File: config.mk
export PLATFORM = sky130hd
export DESIGN_NAME = multicycle_control
export DESIGN_NICKNAME = d
export VERILOG_FILES = /design/src/rtl/mips_ctrl_pkg.sv /design/src/rtl/mc_output_decode.sv /design/src/rtl/multicycle_control.sv
export SDC_FILE = /design/constraint.sdc
export NUM_CORES = 1
export LEC_CHECK = 0
export ABC_CLOCK_PERIOD_IN_PS = 1600
export BUFFER_PORTS_ARGS = -buffer_cell sky130_fd_sc_hd__buf_4
export CAP_MARGIN = 40
export CORE_MARGIN = 1
export CORE_UTILIZATION = 40
export CTS_CLUSTER_SIZE = 20
export DETAILED_ROUTE_END_ITERATION = 8
export GPL_TIMING_DRIVEN = 0
export HOLD_SLACK_MARGIN = 0.05
export PLACE_DENSITY = 0.74
export SYNTH_ARGS = -nofsm -noshare
export SYNTH_HDL_FRONTEND = slang
export SYNTH_SLANG_ARGS = --single-unit
export TNS_END_PERCENT = 50
File: constraint.sdc
create_clock -name clk -period 1.6 [get_ports clk]
set_clock_uncertainty 0.15 [all_clocks]
set_input_delay 0.16 -clock clk [delete_from_list [all_inputs] [get_ports clk]]
set_output_delay 0.16 -clock clk [all_outputs]
set_load 0.005 [all_outputs]
File: src/rtl/mips_ctrl_pkg.sv
// Shared encodings for the multi-cycle MIPS control sequencer.
// Opcodes, the state code, datapath select codes and the control bundle all live here.
package mips_ctrl_pkg;

    localparam logic [5:0] OP_RTYPE = 6'b000000;
    localparam logic [5:0] OP_LW    = 6'b100011;
    localparam logic [5:0] OP_SW    = 6'b101011;
    localparam logic [5:0] OP_BEQ   = 6'b000100;
    localparam logic [5:0] OP_J     = 6'b000010;
    localparam logic [5:0] OP_ADDI  = 6'b001000;

    typedef enum logic [3:0] {
        S_FETCH  = 4'd0,
        S_DECODE = 4'd1,
        S_MEMADR = 4'd2,
        S_MEMRD  = 4'd3,
        S_MEMWB  = 4'd4,
        S_MEMWR  = 4'd5,
        S_EXEC   = 4'd6,
        S_ALUWB  = 4'd7,
        S_BRANCH = 4'd8,
        S_JUMP   = 4'd9,
        S_ADDIEX = 4'd10,
        S_ADDIWB = 4'd11
    } state_e;

    localparam logic [1:0] ALU_OP_ADD   = 2'b00;
    localparam logic [1:0] ALU_OP_SUB   = 2'b01;
    localparam logic [1:0] ALU_OP_FUNCT = 2'b10;

    localparam logic [1:0] SRCB_REGB    = 2'b00;
    localparam logic [1:0] SRCB_FOUR    = 2'b01;
    localparam logic [1:0] SRCB_IMM     = 2'b10;
    localparam logic [1:0] SRCB_IMM_SH2 = 2'b11;

    localparam logic [1:0] PCSRC_ALU    = 2'b00;
    localparam logic [1:0] PCSRC_ALUOUT = 2'b01;
    localparam logic [1:0] PCSRC_JUMP   = 2'b10;

    typedef struct packed {
        logic       pc_write;
        logic       pc_write_cond;
        logic       iord;
        logic       mem_read;
        logic       mem_write;
        logic       ir_write;
        logic       reg_dst;
        logic       mem_to_reg;
        logic       reg_write;
        logic       alu_src_a;
        logic [1:0] alu_src_b;
        logic [1:0] alu_op;
        logic [1:0] pc_source;
        logic       instr_done;
        logic       illegal_op;
    } ctrl_t;

    function automatic logic is_legal_op(input logic [5:0] op);
        logic legal;
        case (op)
            OP_RTYPE, OP_LW, OP_SW, OP_BEQ, OP_J, OP_ADDI: legal = 1'b1;
            default:                                       legal = 1'b0;
        endcase
        return legal;
    endfunction

endpackage

File: src/rtl/mc_output_decode.sv
// Combinational control-strobe decode from the current phase and the memory handshake.
// Only the FETCH/MEMWR strobes depend on mem_ready; illegal_op is produced by the top.
module mc_output_decode
    import mips_ctrl_pkg::*;
(
    input  state_e     state_i,
    input  logic       mem_ready_i,
    output ctrl_t      ctrl_o
);

    always_comb begin
        ctrl_o = '0;
        case (state_i)
            S_FETCH: begin
                ctrl_o.mem_read  = 1'b1;
                ctrl_o.alu_src_b = SRCB_FOUR;
                ctrl_o.alu_op    = ALU_OP_ADD;
                ctrl_o.pc_source = PCSRC_ALU;
                ctrl_o.ir_write  = mem_ready_i;
                ctrl_o.pc_write  = mem_ready_i;
            end
            S_DECODE: begin
                ctrl_o.alu_src_b = SRCB_IMM_SH2;
                ctrl_o.alu_op    = ALU_OP_ADD;
            end
            S_MEMADR, S_ADDIEX: begin
                ctrl_o.alu_src_a = 1'b1;
                ctrl_o.alu_src_b = SRCB_IMM;
                ctrl_o.alu_op    = ALU_OP_ADD;
            end
            S_MEMRD: begin
                ctrl_o.iord     = 1'b1;
                ctrl_o.mem_read = 1'b1;
            end
            S_MEMWB: begin
                ctrl_o.mem_to_reg = 1'b1;
                ctrl_o.reg_write  = 1'b1;
                ctrl_o.instr_done = 1'b1;
            end
            S_MEMWR: begin
                ctrl_o.iord       = 1'b1;
                ctrl_o.mem_write  = 1'b1;
                ctrl_o.instr_done = mem_ready_i;
            end
            S_EXEC: begin
                ctrl_o.alu_src_a = 1'b1;
                ctrl_o.alu_src_b = SRCB_REGB;
                ctrl_o.alu_op    = ALU_OP_FUNCT;
            end
            S_ALUWB: begin
                ctrl_o.reg_dst    = 1'b1;
                ctrl_o.reg_write  = 1'b1;
                ctrl_o.instr_done = 1'b1;
            end
            S_BRANCH: begin
                ctrl_o.alu_src_a     = 1'b1;
                ctrl_o.alu_src_b     = SRCB_REGB;
                ctrl_o.alu_op        = ALU_OP_SUB;
                ctrl_o.pc_source     = PCSRC_ALUOUT;
                ctrl_o.pc_write_cond = 1'b1;
                ctrl_o.instr_done    = 1'b1;
            end
            S_JUMP: begin
                ctrl_o.pc_source  = PCSRC_JUMP;
                ctrl_o.pc_write   = 1'b1;
                ctrl_o.instr_done = 1'b1;
            end
            S_ADDIWB: begin
                ctrl_o.reg_write  = 1'b1;
                ctrl_o.instr_done = 1'b1;
            end
            default: ctrl_o = '0;
        endcase
    end

endmodule

File: src/rtl/multicycle_control.sv
// Multi-cycle MIPS sequencer: phase register, next-phase logic and reset gating of strobes.
// state | meaning
// 0 FETCH  | read instruction at PC, PC+4 (waits on mem_ready)
// 1 DECODE | branch target into ALUOut, dispatch on opcode
// 2 MEMADR | effective address for lw/sw
// 3 MEMRD  | data read at ALUOut (waits on mem_ready)
// 4 MEMWB  | MDR into rt
// 5 MEMWR  | data write at ALUOut (waits on mem_ready)
// 6 EXEC   | R-type ALU operation
// 7 ALUWB  | ALUOut into rd
// 8 BRANCH | beq compare and conditional PC load
// 9 JUMP   | PC <- jump target
// 10 ADDIEX| regA + imm
// 11 ADDIWB| ALUOut into rt
module multicycle_control
    import mips_ctrl_pkg::*;
(
    input  logic       clk,
    input  logic       reset_n,
    input  logic [5:0] opcode,
    input  logic       mem_ready,
    output logic       pc_write,
    output logic       pc_write_cond,
    output logic       iord,
    output logic       mem_read,
    output logic       mem_write,
    output logic       ir_write,
    output logic       reg_dst,
    output logic       mem_to_reg,
    output logic       reg_write,
    output logic       alu_src_a,
    output logic [1:0] alu_src_b,
    output logic [1:0] alu_op,
    output logic [1:0] pc_source,
    output logic       instr_done,
    output logic       illegal_op,
    output logic [3:0] state
);

    state_e state_q, state_d;
    logic   is_store_q, is_store_d;
    ctrl_t  dec_ctrl;
    ctrl_t  ctrl;

    always_ff @(posedge clk or negedge reset_n) begin
        if (!reset_n) begin
            state_q    <= S_FETCH;
            is_store_q <= 1'b0;
        end else begin
            state_q    <= state_d;
            is_store_q <= is_store_d;
        end
    end

    // The lw/sw decision is latched in DECODE so the opcode is not needed afterwards.
    always_comb begin
        state_d    = state_q;
        is_store_d = is_store_q;
        case (state_q)
            S_FETCH:  if (mem_ready) state_d = S_DECODE;
            S_DECODE: begin
                is_store_d = (opcode == OP_SW);
                case (opcode)
                    OP_LW, OP_SW: state_d = S_MEMADR;
                    OP_RTYPE:     state_d = S_EXEC;
                    OP_BEQ:       state_d = S_BRANCH;
                    OP_J:         state_d = S_JUMP;
                    OP_ADDI:      state_d = S_ADDIEX;
                    default:      state_d = S_FETCH;
                endcase
            end
            S_MEMADR: state_d = is_store_q ? S_MEMWR : S_MEMRD;
            S_MEMRD:  if (mem_ready) state_d = S_MEMWB;
            S_MEMWR:  if (mem_ready) state_d = S_FETCH;
            S_EXEC:   state_d = S_ALUWB;
            S_ADDIEX: state_d = S_ADDIWB;
            default:  state_d = S_FETCH;
        endcase
    end

    mc_output_decode u_decode (
        .state_i     (state_q),
        .mem_ready_i (mem_ready),
        .ctrl_o      (dec_ctrl)
    );

    // Reset must silence everything immediately, including the FETCH read request.
    always_comb begin
        ctrl            = dec_ctrl;
        ctrl.illegal_op = (state_q == S_DECODE) && !is_legal_op(opcode);
        if (!reset_n) ctrl = '0;
    end

    assign pc_write      = ctrl.pc_write;
    assign pc_write_cond = ctrl.pc_write_cond;
    assign iord          = ctrl.iord;
    assign mem_read      = ctrl.mem_read;
    assign mem_write     = ctrl.mem_write;
    assign ir_write      = ctrl.ir_write;
    assign reg_dst       = ctrl.reg_dst;
    assign mem_to_reg    = ctrl.mem_to_reg;
    assign reg_write     = ctrl.reg_write;
    assign alu_src_a     = ctrl.alu_src_a;
    assign alu_src_b     = ctrl.alu_src_b;
    assign alu_op        = ctrl.alu_op;
    assign pc_source     = ctrl.pc_source;
    assign instr_done    = ctrl.instr_done;
    assign illegal_op    = ctrl.illegal_op;
    assign state         = state_q;

endmodule

==> key figures, run 1 <==
Place
  • Post-DP HPWL: 1310 um
  • I/O Buffers: 29
  • Final GP Congestion: 0.780

Logic synthesis
  • FFs w/ async S/R, synth: 100%
  • Syn_nets: 93
  • Synth top area share: 20.2%
  • Post-synth top area cell: dfrtp_1
  • Distinct cells, synth: 37
  • Post-synthesis cell count: 84
  • Post-synthesis instance area: 621 um2
  • Post-synth EDFFs: 0
  • Main synth FF type: dfrtp_1
  • Ranking of synthesized cells by area: dfrtp_1, nand2b_1, nor3_1
  • Yosys warns: 0
  • Seq/Total Area, Yosys: 20.2%
  • Count leader, synth: nor2_1
  • Yosys reg bits: 5
  • Avg Inst Size Synth: 7.39 um2
  • Synth cell count leaders: nor2_1, nand2_1, nand2b_1, nor3_1, dfrtp_1

Floorplan
  • Die height: 41.4 um
  • Die Wd: 41.4 um
  • # IOs: 31
  • Rows: 13
  • Initial Util: 45.4%

Timing
  • Kind of the worst endpoint: output port
  • Worst_ep grt: illegal_op

Global route
  • Largest net degree at the start of global routing: 11

Clocking
  • Clk root buf: clkbuf_4
  • Sink Count: 5
  • CTS Buffer Depth: 2
  • TritonCTS buffer count: 3
  • H-tree Lvls: 1

Status
  • Tool error: [ERROR DPL-0038] Utilization greater than 100%, impossible to legalize
  • Status: did not finish
  • Stop stage: 5_1_grt
==> cell families after synthesis <==
group                  synth area share (%)
XOR/XNOR                               2.82
AO/OA/AOI/OAI                          23.6
AND/OR/NAND/NOR                        45.2
flip-flops                             20.2
buffers and inverters                  8.26
==> what timing repair did <==
action                                 CTS
hold buffers                             2
setup endpoints to repair               22
setup buffers                           21
endpoints found under the hold margin    6
gates cloned                             1
pin swaps                               10
gates resized for setup                 49
==> metrics by stage <==
step	hold slack [ps]	worst slack [ps]	instance area, um2	std cells	setup TNS [ps]
4_1_cts	139	-288	1270	155	-2350
3_5_place_dp	-153	-177	871	128	-1140
3_3_place_gp	-154	-169	871	128	-853
2_1_floorplan	-286	-15.6	634	84	-28.4
==> inputs of run 2 (changes only) <==
--- a/config.mk
+++ b/config.mk
@@ -5,16 +5,14 @@
 export SDC_FILE = /design/constraint.sdc
 export NUM_CORES = 1
 export LEC_CHECK = 0
-export ABC_CLOCK_PERIOD_IN_PS = 1600
+export ABC_CLOCK_PERIOD_IN_PS = 2100
 export BUFFER_PORTS_ARGS = -buffer_cell sky130_fd_sc_hd__buf_4
 export CAP_MARGIN = 40
-export CORE_MARGIN = 1
-export CORE_UTILIZATION = 40
-export CTS_CLUSTER_SIZE = 20
+export CORE_AREA = 2 2 63 65
 export DETAILED_ROUTE_END_ITERATION = 8
+export DIE_AREA = 0 0 65 67
 export GPL_TIMING_DRIVEN = 0
-export HOLD_SLACK_MARGIN = 0.05
-export PLACE_DENSITY = 0.74
+export PLACE_DENSITY_LB_ADDON = 0.15
 export SYNTH_ARGS = -nofsm -noshare
 export SYNTH_HDL_FRONTEND = slang
 export SYNTH_SLANG_ARGS = --single-unit
==> constraint.sdc (replaced) <==
create_clock -name clk -period 2.1 [get_ports clk]
set_clock_uncertainty 0.15 [all_clocks]
set_input_delay 0.21 -clock clk [delete_from_list [all_inputs] [get_ports clk]]
set_output_delay 0.21 -clock clk [all_outputs]
set_load 0.005 [all_outputs]
==> key figures, run 2 <==
Timing
  • Period Utilization, post-route: 98.6%
  • Worst Tran Pin Value: 397 ps
  • Max Freq: 483 MHz
  • Final hold slack: 144 ps
  • Tmin final: 2070 ps
  • Final Setup Violations: 0
  • RSZ-0062 raised after global routing: true
  • Max Slew Vio Count: 0
  • Final Hold Fails: 0
  • Slew headroom: 73.5%

Logic synthesis
  • Main synth FF type: dfrtp_1
  • Syn_nets: 93
  • Post-synth top area cell: dfrtp_1
  • Yosys reg bits: 5
  • Synth cell count leaders: nor2_1, nand2_1, nand2b_1, nor3_1, dfrtp_1
  • Ranking of synthesized cells by area: dfrtp_1, nand2b_1, nor3_1
  • FFs w/ async S/R, synth: 100%
  • Post-synthesis instance area: 621 um2
  • Count leader, synth: nor2_1
  • Post-synth EDFFs: 0
  • Synth top area share: 20.2%
  • Avg Inst Size Synth: 7.39 um2
  • Seq/Total Area, Yosys: 20.2%
  • Distinct cells, synth: 37
  • Yosys warns: 0
  • Post-synthesis cell count: 84

Route
  • DR top layer: met3
  • DRC Markers: 0
  • Met1 WL: 935 um
  • Avg WL per Cell: 12.0 um
  • Routed met2 length: 934 um
  • Vias/cell: 4.30
  • WL final: 1990 um
  • Detailed router's first-iteration violation count: 20
  • Routed Antenna Nets: 0
  • DR vias: 714
  • Initial DRT Pass Iterations: 4
  • Met3 WL: 116 um

Floorplan
  • # IOs: 31
  • DIE AREA: 4360 um2
  • Die Wd: 65 um
  • Initial Util: 17.2%
  • Rows: 22
  • Core ar.: 3610 um2
  • Die height: 67 um

Clocking
  • Clock Pin Slew Worst Setup and Hold Paths: 30 ps
  • Sink Count: 5
  • CTS tree: done
  • CTS Buffer Depth: 2
  • Worst skew pair latency: 220 ps
  • TritonCTS buffer count: 3
  • H-tree Lvls: 1
  • Clk root buf: clkbuf_8

Min path
  • HP Start: opcode[3]
  • Hold endpoint: is_store_q
  • Hold/Removal Path Class: in -> reg
  • Hold depth: 2

Setup path
  • Reg2reg setup slack: 340 ps
  • Worst r2r path cells: 4
  • CP Launch Type: flop
  • Crit path kind: reg -> out
  • Worst Path Arrival: 1710 ps
  • WP data required: 1740 ps
  • CP Capture Type: output pin
  • CP cell instances: or4b_1 -> buf_2 -> and4b_1 -> buf_4
  • Slowest cell on crit path: or4b_1
  • Crit-path max cell delay: 520 ps
  • R2r startpoint: state[3]
  • FF-to-FF End: state[0]
  • CP Max Fanout: 6

Global route
  • Initial antenna violation count: 0
  • Largest net degree at the start of global routing: 11
  • First-pass GRT wire length: 3260 um
  • Total grt overflow: 0
  • Vias in the first global route: 697
  • GRT Total Usage: 9.48%

Place
  • Final GP Congestion: 0.739
  • Post-DP HPWL: 1520 um
  • I/O Buffers: 29

Finish
  • Area growth from synthesis to layout: 54.2%
  • Fill cells: 418
  • Most frequent cells in the layout: buf_4, nor2_1, nor3_1, nand2b_1, nand2_1
  • # diodes: 0
  • Most common cell after layout, fill and taps aside: buf_4
  • Nets: 128
  • Layout cells sized above 1: 38.1%
  • Final Util: 26.5%
  • Largest register FFs: 4

Power and ir drop
  • Power Dens Cells: 777 nW/um2
  • Leak: 0.430 nW
  • Peak supply drop: 0.000314 V

Run
  • Max-Cap Viols: 0

Status
  • Status: completed
[run 2: cell counts after synthesis]
No cell type changed its count.
[run 2: kinds of logic after synthesis]
family | synth area share (%)
AND/OR/NAND/NOR | 45.2
AO/OA/AOI/OAI | 23.6
buffers and inverters | 8.26
flip-flops | 20.2
XOR/XNOR | 2.82
[run 2: repair_timing]
item | in CTS | in global routing
endpoints found under the setup margin | 1 | 5
hold buffers | 1 | 0
resized for setup | 1 | 3
hold endpoints to repair | 5 | 0
buffers inserted | 0 | 0
[run 2: how the worst max path moves through the flow]
| stage | from | endpoint | cells past startpoint |
|---|---|---|---|
| finish | state[3] | illegal_op | 4 |
| CTS | state[3] | illegal_op | 4 |
| floorplan | state[3] | illegal_op | 3 |
| detailed placement | state[1] | alu_src_b[1] | 5 |
| global placement | state[1] | alu_src_b[1] | 5 |
| global route | state[3] | illegal_op | 4 |
[run 2: metrics by stage]
| stage | TNS (ps) | total power [mW] | worst slack (ps) | instance area, um2 | instances |
|---|---|---|---|---|---|
| 2_1_floorplan | 0 | 0.403 | 429 | 621 | 84 |
| 3_3_place_gp | 0 | 0.574 | 204 | 898 | 161 |
| 3_5_place_dp | 0 | 0.575 | 209 | 898 | 161 |
| 4_1_cts | 0 | 0.759 | 5.30 | 955 | 166 |
| 5_1_grt | -77.7 | 0.818 | -77.7 | 957 | 166 |
| 6_report | 0 | 0.744 | 29.4 | 957 | 166 |
[run 2: power breakdown]
part	switching (mW)	total, mW	internal (mW)
logic	0.230	0.443	0.213
registers	0.0128	0.128	0.115
clock network	0.0425	0.172	0.130
[run 2: critical path, delay by kind of cell (launching register included)]
| kind | cells | cell delay (ps) |
|---|---|---|
| buffers and inverters | 2 | 290 |
| AND/OR/NAND/NOR | 2 | 780 |
| flip-flops | 1 | 430 |
[run 2: final cells by class]
cell class / count / area [um2] / share of cell area [%]
sequential: 5 / 126 / 13.2
timing repair buffer: 30 / 228 / 23.8
buffer: 9 / 50.0 / 5.23
tap: 48 / 60.1 / 6.27
clock buffer: 4 / 45.0 / 4.71
inverter: 1 / 3.75 / 0.392
multi-input combinational: 69 / 444 / 46.4
[run 2: layer usage]
metal | vias to the layer above | global-route usage (%)
li1 | 376 | -
met3 | 0 | 2.03
met2 | 26 | 17.0
met1 | 312 | 11.7
met4 | 0 | 1.60
met5 | - | 0
Note: power is estimated with default switching activity, not from simulation.
